File: src/rtl/vga_pattern_pkg.sv
// Shared mode encodings, 3-bit colour codes and channel expansion for the VGA pattern generator.
// Pure definitions, no state; no latency or flow control involved.
package vga_pattern_pkg;

    localparam logic [1:0] MODE_SPLIT = 2'd0;
    localparam logic [1:0] MODE_BARS  = 2'd1;
    localparam logic [1:0] MODE_CHECK = 2'd2;
    localparam logic [1:0] MODE_BOX   = 2'd3;

    // Widest colour channel the expansion function can serve.
    localparam int CHAN_MAX_W = 16;

    typedef struct packed {
        logic r;
        logic g;
        logic b;
    } color_code_t;

    localparam color_code_t CC_BLACK   = 3'b000;
    localparam color_code_t CC_BLUE    = 3'b001;
    localparam color_code_t CC_GREEN   = 3'b010;
    localparam color_code_t CC_CYAN    = 3'b011;
    localparam color_code_t CC_RED     = 3'b100;
    localparam color_code_t CC_MAGENTA = 3'b101;
    localparam color_code_t CC_YELLOW  = 3'b110;
    localparam color_code_t CC_WHITE   = 3'b111;

    function automatic color_code_t bar_code(input logic [3:0] idx);
        color_code_t c;
        case (idx)
            4'd0:    c = CC_WHITE;
            4'd1:    c = CC_YELLOW;
            4'd2:    c = CC_CYAN;
            4'd3:    c = CC_GREEN;
            4'd4:    c = CC_MAGENTA;
            4'd5:    c = CC_RED;
            4'd6:    c = CC_BLUE;
            default: c = CC_BLACK;
        endcase
        return c;
    endfunction

    // Full intensity means every channel bit set; callers cast down to their width.
    function automatic logic [CHAN_MAX_W-1:0] chan_fill(input logic on);
        return {CHAN_MAX_W{on}};
    endfunction

endpackage

File: src/rtl/vga_box_tracker.sv
// Bouncing-box position state for both axes, advanced once per enabled frame end.
// Position updates on the cycle after step_en; holds otherwise.
// No backpressure: step_en is a single-cycle event.
module vga_box_tracker
    import vga_pattern_pkg::*;
#(
    parameter int H_ACTIVE = 640,
    parameter int V_ACTIVE = 480,
    parameter int ADDR_W   = 11,
    parameter int BOX_SIZE = 64,
    parameter int BOX_STEP = 2
)
(
    input  logic              CLK,
    input  logic              RST,
    input  logic              step_en,
    output logic [ADDR_W-1:0] box_x,
    output logic [ADDR_W-1:0] box_y
);

    localparam logic [ADDR_W:0]   STEP_W = (ADDR_W+1)'(BOX_STEP);
    localparam logic [ADDR_W:0]   SIZE_W = (ADDR_W+1)'(BOX_SIZE);
    localparam logic [ADDR_W:0]   H_LIM  = (ADDR_W+1)'(H_ACTIVE);
    localparam logic [ADDR_W:0]   V_LIM  = (ADDR_W+1)'(V_ACTIVE);
    localparam logic [ADDR_W-1:0] STEP_N = ADDR_W'(BOX_STEP);

    logic            dir_x_neg;
    logic            dir_y_neg;
    logic [ADDR_W:0] nx;
    logic [ADDR_W:0] ny;

    // Returns {next direction (1 = decreasing), next position}; limit checks
    // run one bit wider so pos+step+size cannot wrap.
    function automatic logic [ADDR_W:0] axis_next(input logic [ADDR_W-1:0] pos,
                                                  input logic              neg,
                                                  input logic [ADDR_W:0]   limit);
        logic [ADDR_W:0] res;
        if (!neg) begin
            if ({1'b0, pos} + STEP_W + SIZE_W <= limit)
                res = {1'b0, pos + STEP_N};
            else
                res = {1'b1, pos - STEP_N};
        end else begin
            if ({1'b0, pos} >= STEP_W)
                res = {1'b1, pos - STEP_N};
            else
                res = {1'b0, pos + STEP_N};
        end
        return res;
    endfunction

    assign nx = axis_next(box_x, dir_x_neg, H_LIM);
    assign ny = axis_next(box_y, dir_y_neg, V_LIM);

    always_ff @(posedge CLK) begin
        if (RST) begin
            box_x     <= '0;
            box_y     <= '0;
            dir_x_neg <= 1'b0;
            dir_y_neg <= 1'b0;
        end else if (step_en) begin
            {dir_x_neg, box_x} <= nx;
            {dir_y_neg, box_y} <= ny;
        end
    end

endmodule

File: src/rtl/vga_pattern_gen.sv
// Mode-selectable VGA test pattern generator (split, bars, checker, bouncing box) to RGB565 pins.
// One cycle from coordinates to registered RGB; mode and animation change only at frame end.
// No backpressure: Ready_Sig qualifies each pixel, blanked pixels are driven black.
module vga_pattern_gen
    import vga_pattern_pkg::*;
#(
    parameter int H_ACTIVE    = 640,
    parameter int V_ACTIVE    = 480,
    parameter int ADDR_W      = 11,
    parameter int R_W         = 5,
    parameter int G_W         = 6,
    parameter int B_W         = 5,
    parameter int SPLIT_ROW   = 100,
    parameter int BAR_W       = 80,
    parameter int CHECK_SHIFT = 5,
    parameter int BOX_SIZE    = 64,
    parameter int BOX_STEP    = 2
)
(
    input  logic              CLK,
    input  logic              RST,
    input  logic              Ready_Sig,
    input  logic [ADDR_W-1:0] Column_Addr_Sig,
    input  logic [ADDR_W-1:0] Row_Addr_Sig,
    input  logic [1:0]        Mode_Sig,
    output logic [R_W-1:0]    Red_Sig,
    output logic [G_W-1:0]    Green_Sig,
    output logic [B_W-1:0]    Blue_Sig,
    output logic [7:0]        Frame_Cnt_Sig
);

    localparam logic [ADDR_W:0]   H_LIM     = (ADDR_W+1)'(H_ACTIVE);
    localparam logic [ADDR_W:0]   V_LIM     = (ADDR_W+1)'(V_ACTIVE);
    localparam logic [ADDR_W:0]   BOX_SZ    = (ADDR_W+1)'(BOX_SIZE);
    localparam logic [ADDR_W-1:0] COL_LAST  = ADDR_W'(H_ACTIVE - 1);
    localparam logic [ADDR_W-1:0] ROW_LAST  = ADDR_W'(V_ACTIVE - 1);
    localparam logic [ADDR_W-1:0] SPLIT_LIM = ADDR_W'(SPLIT_ROW);
    localparam logic [ADDR_W-1:0] BAR_LAST  = ADDR_W'(BAR_W - 1);
    localparam logic [3:0]        BAR_END   = 4'd8;

    logic [1:0]        mode_q;
    logic [3:0]        bar_idx;
    logic [ADDR_W-1:0] bar_px;
    logic [ADDR_W-1:0] box_x;
    logic [ADDR_W-1:0] box_y;
    logic              fe;
    logic              in_view;
    logic              col_zero;
    logic              in_box;
    logic [ADDR_W:0]   col_w;
    logic [ADDR_W:0]   row_w;
    color_code_t       pix_code;

    assign col_w    = {1'b0, Column_Addr_Sig};
    assign row_w    = {1'b0, Row_Addr_Sig};
    assign col_zero = (Column_Addr_Sig == '0);
    assign fe       = Ready_Sig && (Column_Addr_Sig == COL_LAST) && (Row_Addr_Sig == ROW_LAST);
    assign in_view  = (col_w < H_LIM) && (row_w < V_LIM);
    assign in_box   = (col_w >= {1'b0, box_x}) && (col_w < {1'b0, box_x} + BOX_SZ) &&
                      (row_w >= {1'b0, box_y}) && (row_w < {1'b0, box_y} + BOX_SZ);

    vga_box_tracker #(
        .H_ACTIVE (H_ACTIVE),
        .V_ACTIVE (V_ACTIVE),
        .ADDR_W   (ADDR_W),
        .BOX_SIZE (BOX_SIZE),
        .BOX_STEP (BOX_STEP)
    ) u_box (
        .CLK     (CLK),
        .RST     (RST),
        .step_en (fe && (mode_q == MODE_BOX)),
        .box_x   (box_x),
        .box_y   (box_y)
    );

    always_comb begin
        pix_code = CC_BLACK;
        case (mode_q)
            MODE_SPLIT: if (Row_Addr_Sig < SPLIT_LIM) pix_code = CC_WHITE;
            // Column 0 is where the bar counters restart, so it is forced to bar 0.
            MODE_BARS:  pix_code = bar_code(col_zero ? 4'd0 : bar_idx);
            MODE_CHECK: if (Column_Addr_Sig[CHECK_SHIFT] ^ Row_Addr_Sig[CHECK_SHIFT]) pix_code = CC_WHITE;
            default:    pix_code = in_box ? CC_RED : CC_BLUE;
        endcase
        if (!Ready_Sig || !in_view)
            pix_code = CC_BLACK;
    end

    always_ff @(posedge CLK) begin
        if (RST) begin
            Red_Sig       <= '0;
            Green_Sig     <= '0;
            Blue_Sig      <= '0;
            mode_q        <= MODE_SPLIT;
            Frame_Cnt_Sig <= 8'd0;
            bar_idx       <= 4'd0;
            bar_px        <= '0;
        end else begin
            Red_Sig   <= R_W'(chan_fill(pix_code.r));
            Green_Sig <= G_W'(chan_fill(pix_code.g));
            Blue_Sig  <= B_W'(chan_fill(pix_code.b));

            if (fe) begin
                mode_q        <= Mode_Sig;
                Frame_Cnt_Sig <= Frame_Cnt_Sig + 8'd1;
            end

            if (Ready_Sig) begin
                if (col_zero) begin
                    bar_idx <= 4'd0;
                    bar_px  <= ADDR_W'(1);
                end else if (bar_px == BAR_LAST) begin
                    bar_px <= '0;
                    if (bar_idx != BAR_END)
                        bar_idx <= bar_idx + 4'd1;
                end else begin
                    bar_px <= bar_px + ADDR_W'(1);
                end
            end
        end
    end

endmodule

File: config.mk
export PLATFORM = sky130hd
export DESIGN_NAME = vga_pattern_gen
export DESIGN_NICKNAME = d
export VERILOG_FILES = /design/src/rtl/vga_pattern_pkg.sv /design/src/rtl/vga_box_tracker.sv /design/src/rtl/vga_pattern_gen.sv
export SDC_FILE = /design/constraint.sdc
export NUM_CORES = 1
export LEC_CHECK = 0
export CAP_MARGIN = 20
export CORE_AREA = 10 10 101 121
export CTS_CLUSTER_SIZE = 12
export DETAILED_ROUTE_END_ITERATION = 7
export DIE_AREA = 0 0 111 131
export HOLD_SLACK_MARGIN = 0.1
export MAX_ROUTING_LAYER = met4
export PLACE_DENSITY = 0.66
export SLEW_MARGIN = 20
export SYNTH_ARGS = -nofsm -noshare
export SYNTH_HDL_FRONTEND = slang
export SYNTH_HIERARCHICAL = 1
export SYNTH_SLANG_ARGS = --single-unit
File: constraint.sdc
create_clock -name CLK -period 3 [get_ports CLK]
set_input_delay 0.75 -clock CLK [delete_from_list [all_inputs] [get_ports CLK]]
set_output_delay 0.75 -clock CLK [all_outputs]
set_load 0.01 [all_outputs]
# [Word level (Yosys, flattened, before mapping)]
# Cells that the tools add are included.
[op_classes] addsub=13 magnitude_cmp=11 n_eq_ne=13 mux=18 bitwise=1 reduce_logical=16
[op_table] cell="2-to-1 mux 12 bit" count=6
[op_table] cell="adder 11 x 2 -> 12 bit (second input constant)" count=2
[op_table] cell="adder 11 x 7 -> 12 bit (second input constant)" count=2
[op_table] cell="adder 12 x 7 -> 12 bit (second input constant)" count=2
[op_table] cell="less-than comparator 11 x 12 -> 1 bit" count=2
[op_table] cell="adder 11 x 2 -> 11 bit (second input constant)" count=2
[op_table] cell="greater-or-equal comparator 11 bit" count=2
[op_table] cell="greater-or-equal comparator 11 x 2 -> 1 bit (second input constant)" count=2
[op_table] cell="2-to-1 mux 11 bit" count=2
[op_table] cell="subtractor 11 x 2 -> 11 bit (second input constant)" count=2
[op_table] cell="case mux 3 bit (7 select lines)" count=1
[op_table] cell="2-to-1 mux 4 bit" count=4
[op_table] cell="== test 4 x 3 -> 1 bit (second input constant)" count=3
[op_table] cell="<= comparator 12 x 10 -> 1 bit (second input constant)" count=1
[op_table] cell="<= comparator 12 x 9 -> 1 bit (second input constant)" count=1
[op_table] cell="2-to-1 mux 3 bit" count=4
[op_table] cell="adder 11 x 1 -> 11 bit (second input constant)" count=1
[op_table] cell="== test 11 x 10 -> 1 bit (second input constant)" count=1
[op_table] cell="== test 11 x 7 -> 1 bit (second input constant)" count=1
[op_table] cell="== test 11 x 9 -> 1 bit (second input constant)" count=1
[op_table] cell="logical NOT 11 bit" count=1
[op_table] cell="less-than comparator 11 x 10 -> 1 bit (second input constant)" count=1
[op_table] cell="less-than comparator 11 x 7 -> 1 bit (second input constant)" count=1
[op_table] cell="less-than comparator 11 x 9 -> 1 bit (second input constant)" count=1
[op_table] cell="16 further kinds" count=26
[totals] ff_bits=52 in_bits=27 wordCells=83

# [Logic depth before layout (Yosys ltp)]
# Gate-level depths: netlist of the first run.
[logic_depth] word_depth=8 mapped_depth=11 depth_no_buf=9

# [By module]
# Netlist of the first run, hierarchy kept.
[modules_own_cells] mod="vga_pattern_gen" instances=1 cells_per_inst=308 area_each_um2=2477.4 seq_area_each_um2=560.5
[modules_own_cells] mod="vga_box_tracker" instances=1 cells_per_inst=244 area_each_um2=1886.8 seq_area_each_um2=440.4

# [Worst setup path before layout of the first run]
# No wires, ideal clock.
[synth_path] path_kind="input port to flip-flop" startpoint="input port Column_Addr_Sig[10]" endpoint="register u_box.dir_x_neg" setup_time_ps=128 arrival_time_ps=2609 t_required_ps=2872 slack_ps=264 path_stages=9 path_cell_list="nor4b_2 > and4_1 > nand3_1 > nor2_1 > clkbuf_1 > clkbuf_1 > clkbuf_1 > mux2i_1 > nor2_1"
[synth_between] elab_chain_cells=4
[synth_rtl] item="start, declared" line="vga_pattern_gen.sv:23" text="input logic [ADDR_W-1:0] Column_Addr_Sig,"
[synth_rtl] item="== test 11 x 10 -> 1 bit" line="vga_pattern_gen.sv:57" text="assign fe = Ready_Sig && (Column_Addr_Sig == COL_LAST) && (Row_Addr_Sig == ROW_LAST);"
[synth_rtl] item="logical AND 1 bit (2 in a row)" line="vga_pattern_gen.sv:57"
[synth_rtl] item="logical AND 1 bit" line="vga_pattern_gen.sv:71" text=".step_en (fe && (mode_q == MODE_BOX)),"
[synth_rtl] item="end signal, assigned" line="vga_box_tracker.sv:62" text="{dir_x_neg, box_x} <= nx;"
[synth_rtl] item="end, declared" line="vga_box_tracker.sv:27" text="logic dir_x_neg;"
# Every way passes these cells.
# A chain may end at the register's enable or synchronous reset.

# [Worst setup path in the final report of the first run]
[layout_path] startpoint="input port Column_Addr_Sig[8]" endpoint="register, netlist name Red_Sig[0]"
[layout_between] elab_chain_cells=7
[layout_rtl] item="less-than comparator 11 x 12 -> 1 bit or greater-or-equal comparator 11 bit (tied branches)" line="vga_pattern_gen.sv:59" text="assign in_box = (col_w >= {1'b0, box_x}) && (col_w < {1'b0, box_x} + BOX_SZ) &&"
[layout_rtl] item="logical AND 1 bit (2 in a row)" line="vga_pattern_gen.sv:59"
[layout_rtl] item="logical AND 1 bit" line="vga_pattern_gen.sv:60" text="(row_w >= {1'b0, box_y}) && (row_w < {1'b0, box_y} + BOX_SZ);"
[layout_rtl] item="2-to-1 mux 3 bit" line="vga_pattern_gen.sv:83" text="default: pix_code = in_box ? CC_RED : CC_BLUE;"
[layout_rtl] item="case mux 3 bit (3 select lines)" line="vga_pattern_gen.sv:78" text="case (mode_q)"
[layout_rtl] item="2-to-1 mux 3 bit (*)" line="vga_pattern_gen.sv:85" text="if (!Ready_Sig || !in_view)"
# Every way passes the cells marked *; elsewhere a longest branch is shown, timed or not.

==> results of run 1 <==
worst max path at each step:
stage,start,endpoint,slack [ns]
after floorplan,Column_Addr_Sig[10],u_box/dir_x_neg,0.26
after global placement,Column_Addr_Sig[10],u_box/box_x[8],-0.13
after detailed placement,Column_Addr_Sig[8],Red_Sig[0],-0.17
after CTS,Column_Addr_Sig[8],Red_Sig[0],0.13
after global routing,Column_Addr_Sig[8],Red_Sig[0],-0.08
final,Column_Addr_Sig[8],Red_Sig[0],0.11
repair_timing:
item / in CTS / in global routing
hold buffers: 0 / 0
endpoints found under the setup margin: 0 / 5
resized for setup: 0 / 4
sequential cells by signal (all words and copies together), names as in the netlist:
register and cells:
bar_px 11, u_box/box_x 10, u_box/box_y 10, Frame_Cnt_Sig 8, bar_idx 4, mode_q 2
Blue_Sig 1, Green_Sig 1, Red_Sig 1, u_box/dir_x_neg 1, u_box/dir_y_neg 1
placed cells by master (no fill, tap or decap), types with 10 or more instances in the layout:
| cell | count |
|---|---|
| nor2_1 | 58 |
| xnor2_1 | 21 |
| buf_4 | 43 |
| xor2_1 | 16 |
| nand2_1 | 37 |
| a21oi_1 | 32 |
| nand4_1 | 17 |
| clkdlybuf4s50_1 | 50 |
| nand3_1 | 27 |
| dfxtp_1 | 50 |
| inv_1 | 39 |
| and3_1 | 11 |
| nor2b_1 | 10 |
| o21ai_0 | 18 |
| ha_1 | 44 |
report_power, final:
group | total [W] | internal, W | leakage, nW | switching [W]
sequential | 0.000668 | 0.000665 | 0.403 | 0.00000216
clock | 0.000597 | 0.000314 | 0.0704 | 0.000283
combinational | 0.000186 | 0.0000966 | 1.52 | 0.0000895
total | 0.00145 | 0.00108 | 2.00 | 0.000374
metal layers:
| metal | vias to the layer above | global-route usage (%) |
|---|---|---|
| met3 | 25 | 2.33 |
| li1 | 2105 | - |
| met4 | 0 | 6.13 |
| met2 | 113 | 29.3 |
| met5 | - | - |
| met1 | 2011 | 17.1 |
metrics by stage:
step	hold slack (ns)	std cells
floorplan	0.454	553
global placement	0.469	738
detailed placement	0.487	738
CTS	0.496	746
global route	0.528	746
finish	0.493	746
worst max-delay path, stage by stage:
cell	delay [ns]
clkdlybuf4s50_1	0.49
buf_4	0.19
ha_1	0.29
nand4_1	0.16
a2111oi_0	0.61
o31a_1	0.23
nand4_1	0.11
a311oi_1	0.27
logic make-up (layout without fill, tap and decap cells):
group / count (synthesis) / in the layout / synth area share [%]
other: 1 / 2 / 0.0859
AO/OA/AOI/OAI: 109 / 109 / 17.6
adder cells (fa/ha/maj): 44 / 44 / 12.6
flip-flops: 50 / 50 / 22.9
buffers and inverters: 76 / 143 / 8.31
multiplexers: 16 / 16 / 3.87
AND/OR/NAND/NOR: 219 / 219 / 27.2
XOR/XNOR: 37 / 37 / 7.43
layout make-up:
type / instances / area (sq um)
Clock buffer: 5 / 125
Clock inverter: 3 / 25.0
Fill cell: 957 / 4520
Inverter: 40 / 150
Multi-Input combinational cell: 427 / 3020
Sequential cell: 50 / 1000
Tap cell: 126 / 158
Timing Repair Buffer: 95 / 855
==> flow_summary.ini, run 1 <==
[power]
finalPower_w = 0.00145
ir_drop_v = 0.000214
power.density_nw_per_um2 = 272
leakagePower_nw = 2.00

[drt]
routedWlPerCell_microns = 15.8
met1_length_microns = 4950
dr_total_vias = 4254
wirelength_microns = 11800
wl_met2_microns = 6030
firstDrtPassIters = 5
dr_wl_met3_microns = 501
remaining_drc_errors = 0
via_per_inst = 5.70
antenna_left = 0
highest_layer = met4
drt_iter0_drc = 246

[timing]
final.setup.worst_slack_ns = 0.112
fin_skew_ns = 0.0121
finalCritPeriodShare_pct = 96.3
fmax_mhz = 346
setup_tns_ns = 0
final-hold-violation-count = 0
max_slew_margin_pct = 58.5
finalSetupViolations = 0
worst_pin_slew_ns = 0.607
slew_viol_final = 0
finalCriticalPeriod_ns = 2.89

[clocking]
post_cts_buffers = 0
cts_htree_levels = 2
clk_pin_slew_ns = 0.07
cts_root_buf = clkbuf_16
cts_buffer_depth = 2
insertion_delay_ns = 0.30
numCtsBuffers = 5
cts_tree = built
cts.sinks = 50

[die]
rows = 40
dieArea_sq_um = 14500
core_sq_um = 9860
pin_count = 51
die_y_microns = 131
die_w_microns = 111
start_util_pct = 44.3

[yosys]
synth.top_cells.by_count = 59 x nor2_1, 50 x dfxtp_1, 44 x ha_1, 39 x inv_1, 37 x nand2_1
synth_flop_cell = dfxtp_1
yosysSeqAreaShare_pct = 22.9
yosys_warnings = 6
synth_area_leaders = dfxtp_1 23%, ha_1 13%, nor2_1 5.1%
synth_top_cell_by_area = dfxtp_1
syn_area_per_cell_sq_um = 7.91
synth-edff-count = 0
synth.distinct_cells = 72
yosysMostFrequentCell = nor2_1
netlist_area_sq_um = 4360
ys_ff_latch = 50
async_reset_ff_share_pct = 0
syn_inst = 552
post-synth-top-area-fraction_pct = 22.9

[worst_setup_path]
r2r_start = u_box/box_x[1]
crit_fanout = 3
critPathLaunchType = primary input
required_ns = 3.21
end_kind = register
r2r_cells = 8
cp.arrival_ns = 3.10
rr_endpoint = u_box/box_x[6]
worst-r2r-setup-slack_ns = 0.33
crit_type = in2reg

[worst_hold_path]
hp-class = reg2reg
worstHoldEndpoint = Frame_Cnt_Sig[7]
hold_start = Frame_Cnt_Sig[7]
hold-path-cell-count = 2

[layout]
post-route-util_pct = 54.1
syn2layout_area_growth_pct = 22.2
num_antenna_cells = 0
design_area_sq_um = 5340
drive_gt1_share_pct = 11.6
nets = 690

[global_route]
grt.total_usage_pct = 15.9
grt_max_degree = 18
grt_overflow = 0
grt_pass1_wl_microns = 19300
grt_pass1_vias = 4188
antenna_found_initial = 0

[place]
place.gp.congestion = 0.929
placed_cell_area_sq_um = 5170
place_ws_ns = -0.174
portBuffers = 50
dp_hpwl_microns = 9440

[status]
status = completed

[flow_run]
cap_viol_max_count = 0
(Power assumes the default switching activity.)
==> run 2: changes to the inputs <==
CORE_AREA = 10 10 110 112   (was 10 10 101 121)
DIE_AREA = 0 0 120 122   (was 0 0 111 131)
PLACE_DENSITY = 0.65   (was 0.66)
==> flow_summary.ini, run 2 (synthesized netlist as in run 1, its figures left out) <==
[place]
portBuffers = 50
dp_cells = 747
place_ws_ns = -0.271
place.gp.congestion = 0.995
dp_hpwl_microns = 9430

[worst_setup_path]
path_cells = clkdlybuf4s50_1, nor4b_4, and4_1, nand3_1, nor2_2, buf_4, nand3_2, o31ai_2, mux2_1
r2r_start = u_box/box_x[1]
crit_type = in2reg
end_kind = register
required_ns = 3.21
cpPeakStageDelay_ns = 0.53
r2r_cells = 8
cp_slowest_cell = clkdlybuf4s50_1
cp.arrival_ns = 3.09
critPathLaunchType = primary input
worstSetupStartpoint = Column_Addr_Sig[10]
crit_fanout = 10

[timing]
worst_pin_slew_ns = 0.642
fmax_mhz = 348
finalSetupViolations = 0
max_slew_margin_pct = 57.1
grt_setup_unrepaired = no
slew_viol_final = 0
final.setup.worst_slack_ns = 0.123
fin_skew_ns = 0.0137
finalCriticalPeriod_ns = 2.88
finalCritPeriodShare_pct = 95.9
final-hold-violation-count = 0
whs_ns = 0.488

[drt]
remaining_drc_errors = 0
wirelength_microns = 12100
dr_total_vias = 4222
routedWlPerCell_microns = 16.0
firstDrtPassIters = 5
antenna_left = 0
drt_iter0_drc = 327
via_per_inst = 5.59

[die]
die_y_microns = 122
dieArea_sq_um = 14600
die_w_microns = 120
start_util_pct = 43.4
rows = 37
core_sq_um = 10000
pin_count = 51

[layout]
largest-register = bar_px
final_common_cell = nor2_1
top_regs = bar_px (11), u_box/box_x (10), u_box/box_y (10)
final_cell_mix = 58 x nor2_1, 50 x dfxtp_1, 50 x clkdlybuf4s50_1, 44 x ha_1, 44 x buf_4
num_antenna_cells = 0
post-route-util_pct = 52.5
syn2layout_area_growth_pct = 20.9
fill_cells = 980
nets = 689
drive_gt1_share_pct = 11.8
largest_reg_flops = 11
multi_input_area_sq_um = 3030
layoutNonFillerInstCount = 755
ff_latch_area_sq_um = 1000

[power]
cell_internal_pwr_w = 0.000951
seq_power_share_pct = 51.5
finalPower_w = 0.00130
p_switching_w = 0.000347
ir_drop_v = 0.000169
leakagePower_nw = 1.97
combPwrFrac_pct = 14.1
netSwitchingFraction_pct = 26.7
power.share.clock_pct = 34.4
power.density_nw_per_um2 = 246

[global_route]
grt.met3_usage_pct = 3.19
grt_pass1_wl_microns = 19900
grt_pass1_vias = 4243
grt_use_met1_pct = 19.0
grt.total_usage_pct = 16.6
grt_use_met2_pct = 28.0
gr-max-usage-layer = met2
grt_overflow = 0
grt_max_degree = 17
antenna_found_initial = 0

[worst_hold_path]
hp-class = reg2reg
hold-path-cell-count = 2
hold_start = Frame_Cnt_Sig[7]

[flow_run]
cap_viol_max_count = 0

[clocking]
cts-hold-fix-buffers = 0
numCtsBuffers = 5
cts_tree = built
cts.sinks = 50
cts_htree_levels = 2
insertion_delay_ns = 0.32
cts_root_buf = clkbuf_8
clk_pin_slew_ns = 0.10
cts_buffer_depth = 2

[status]
status = completed
## run 2: layer usage
metal	vias to the layer above	wire length, microns
met5	-	0
li1	2100	-
met4	0	357
met2	145	5850
met1	1952	5170
met3	25	678
## run 2: through the flow
step	TNS (ns)	instance area, sq um
after floorplan	0	4370
after global placement	-1.06	5160
after detailed placement	-2.46	5160
after CTS	0	5260
after global routing	0	5280
final	0	5280
## run 2: worst paths after layout
check | end | slack (ns)
setup / recovery | u_box/box_x[6] | 0.12
hold / removal | Frame_Cnt_Sig[7] | 0.49
setup reg to reg | u_box/box_x[6] | 0.30
hold reg to reg | Frame_Cnt_Sig[7] | 0.49
## run 2: power by group through the flow
stage	registers, W	logic, W	clock network [W]
2_1_floorplan	0.000683	0.0000801	0
3_3_place_gp	0.000683	0.000174	0
3_5_place_dp	0.000683	0.000181	0
4_1_cts	0.000668	0.000181	0.000463
5_1_grt	0.000669	0.000201	0.000492
6_report	0.000668	0.000183	0.000447
## run 2: area by class of cell
type	instances	share of cell area, %
Clock inverter	2	0.308
Sequential cell	50	19.0
Multi-Input combinational cell	427	57.3
Timing Repair Buffer	94	15.7
Inverter	40	2.85
Tap cell	136	3.23
Clock buffer	6	1.57
## run 2: critical path, delay by kind of cell
| family | cells | cell delay [ns] |
|---|---|---|
| buffers and inverters | 2 | 0.73 |
| AND/OR/NAND/NOR | 5 | 0.98 |
| AO/OA/AOI/OAI | 1 | 0.29 |
| multiplexers | 1 | 0.34 |
## run 2: repair_timing
item | in CTS | in global routing
buffers inserted | 0 | 0
gates resized for setup | 0 | 4
setup endpoints to repair | 0 | 4
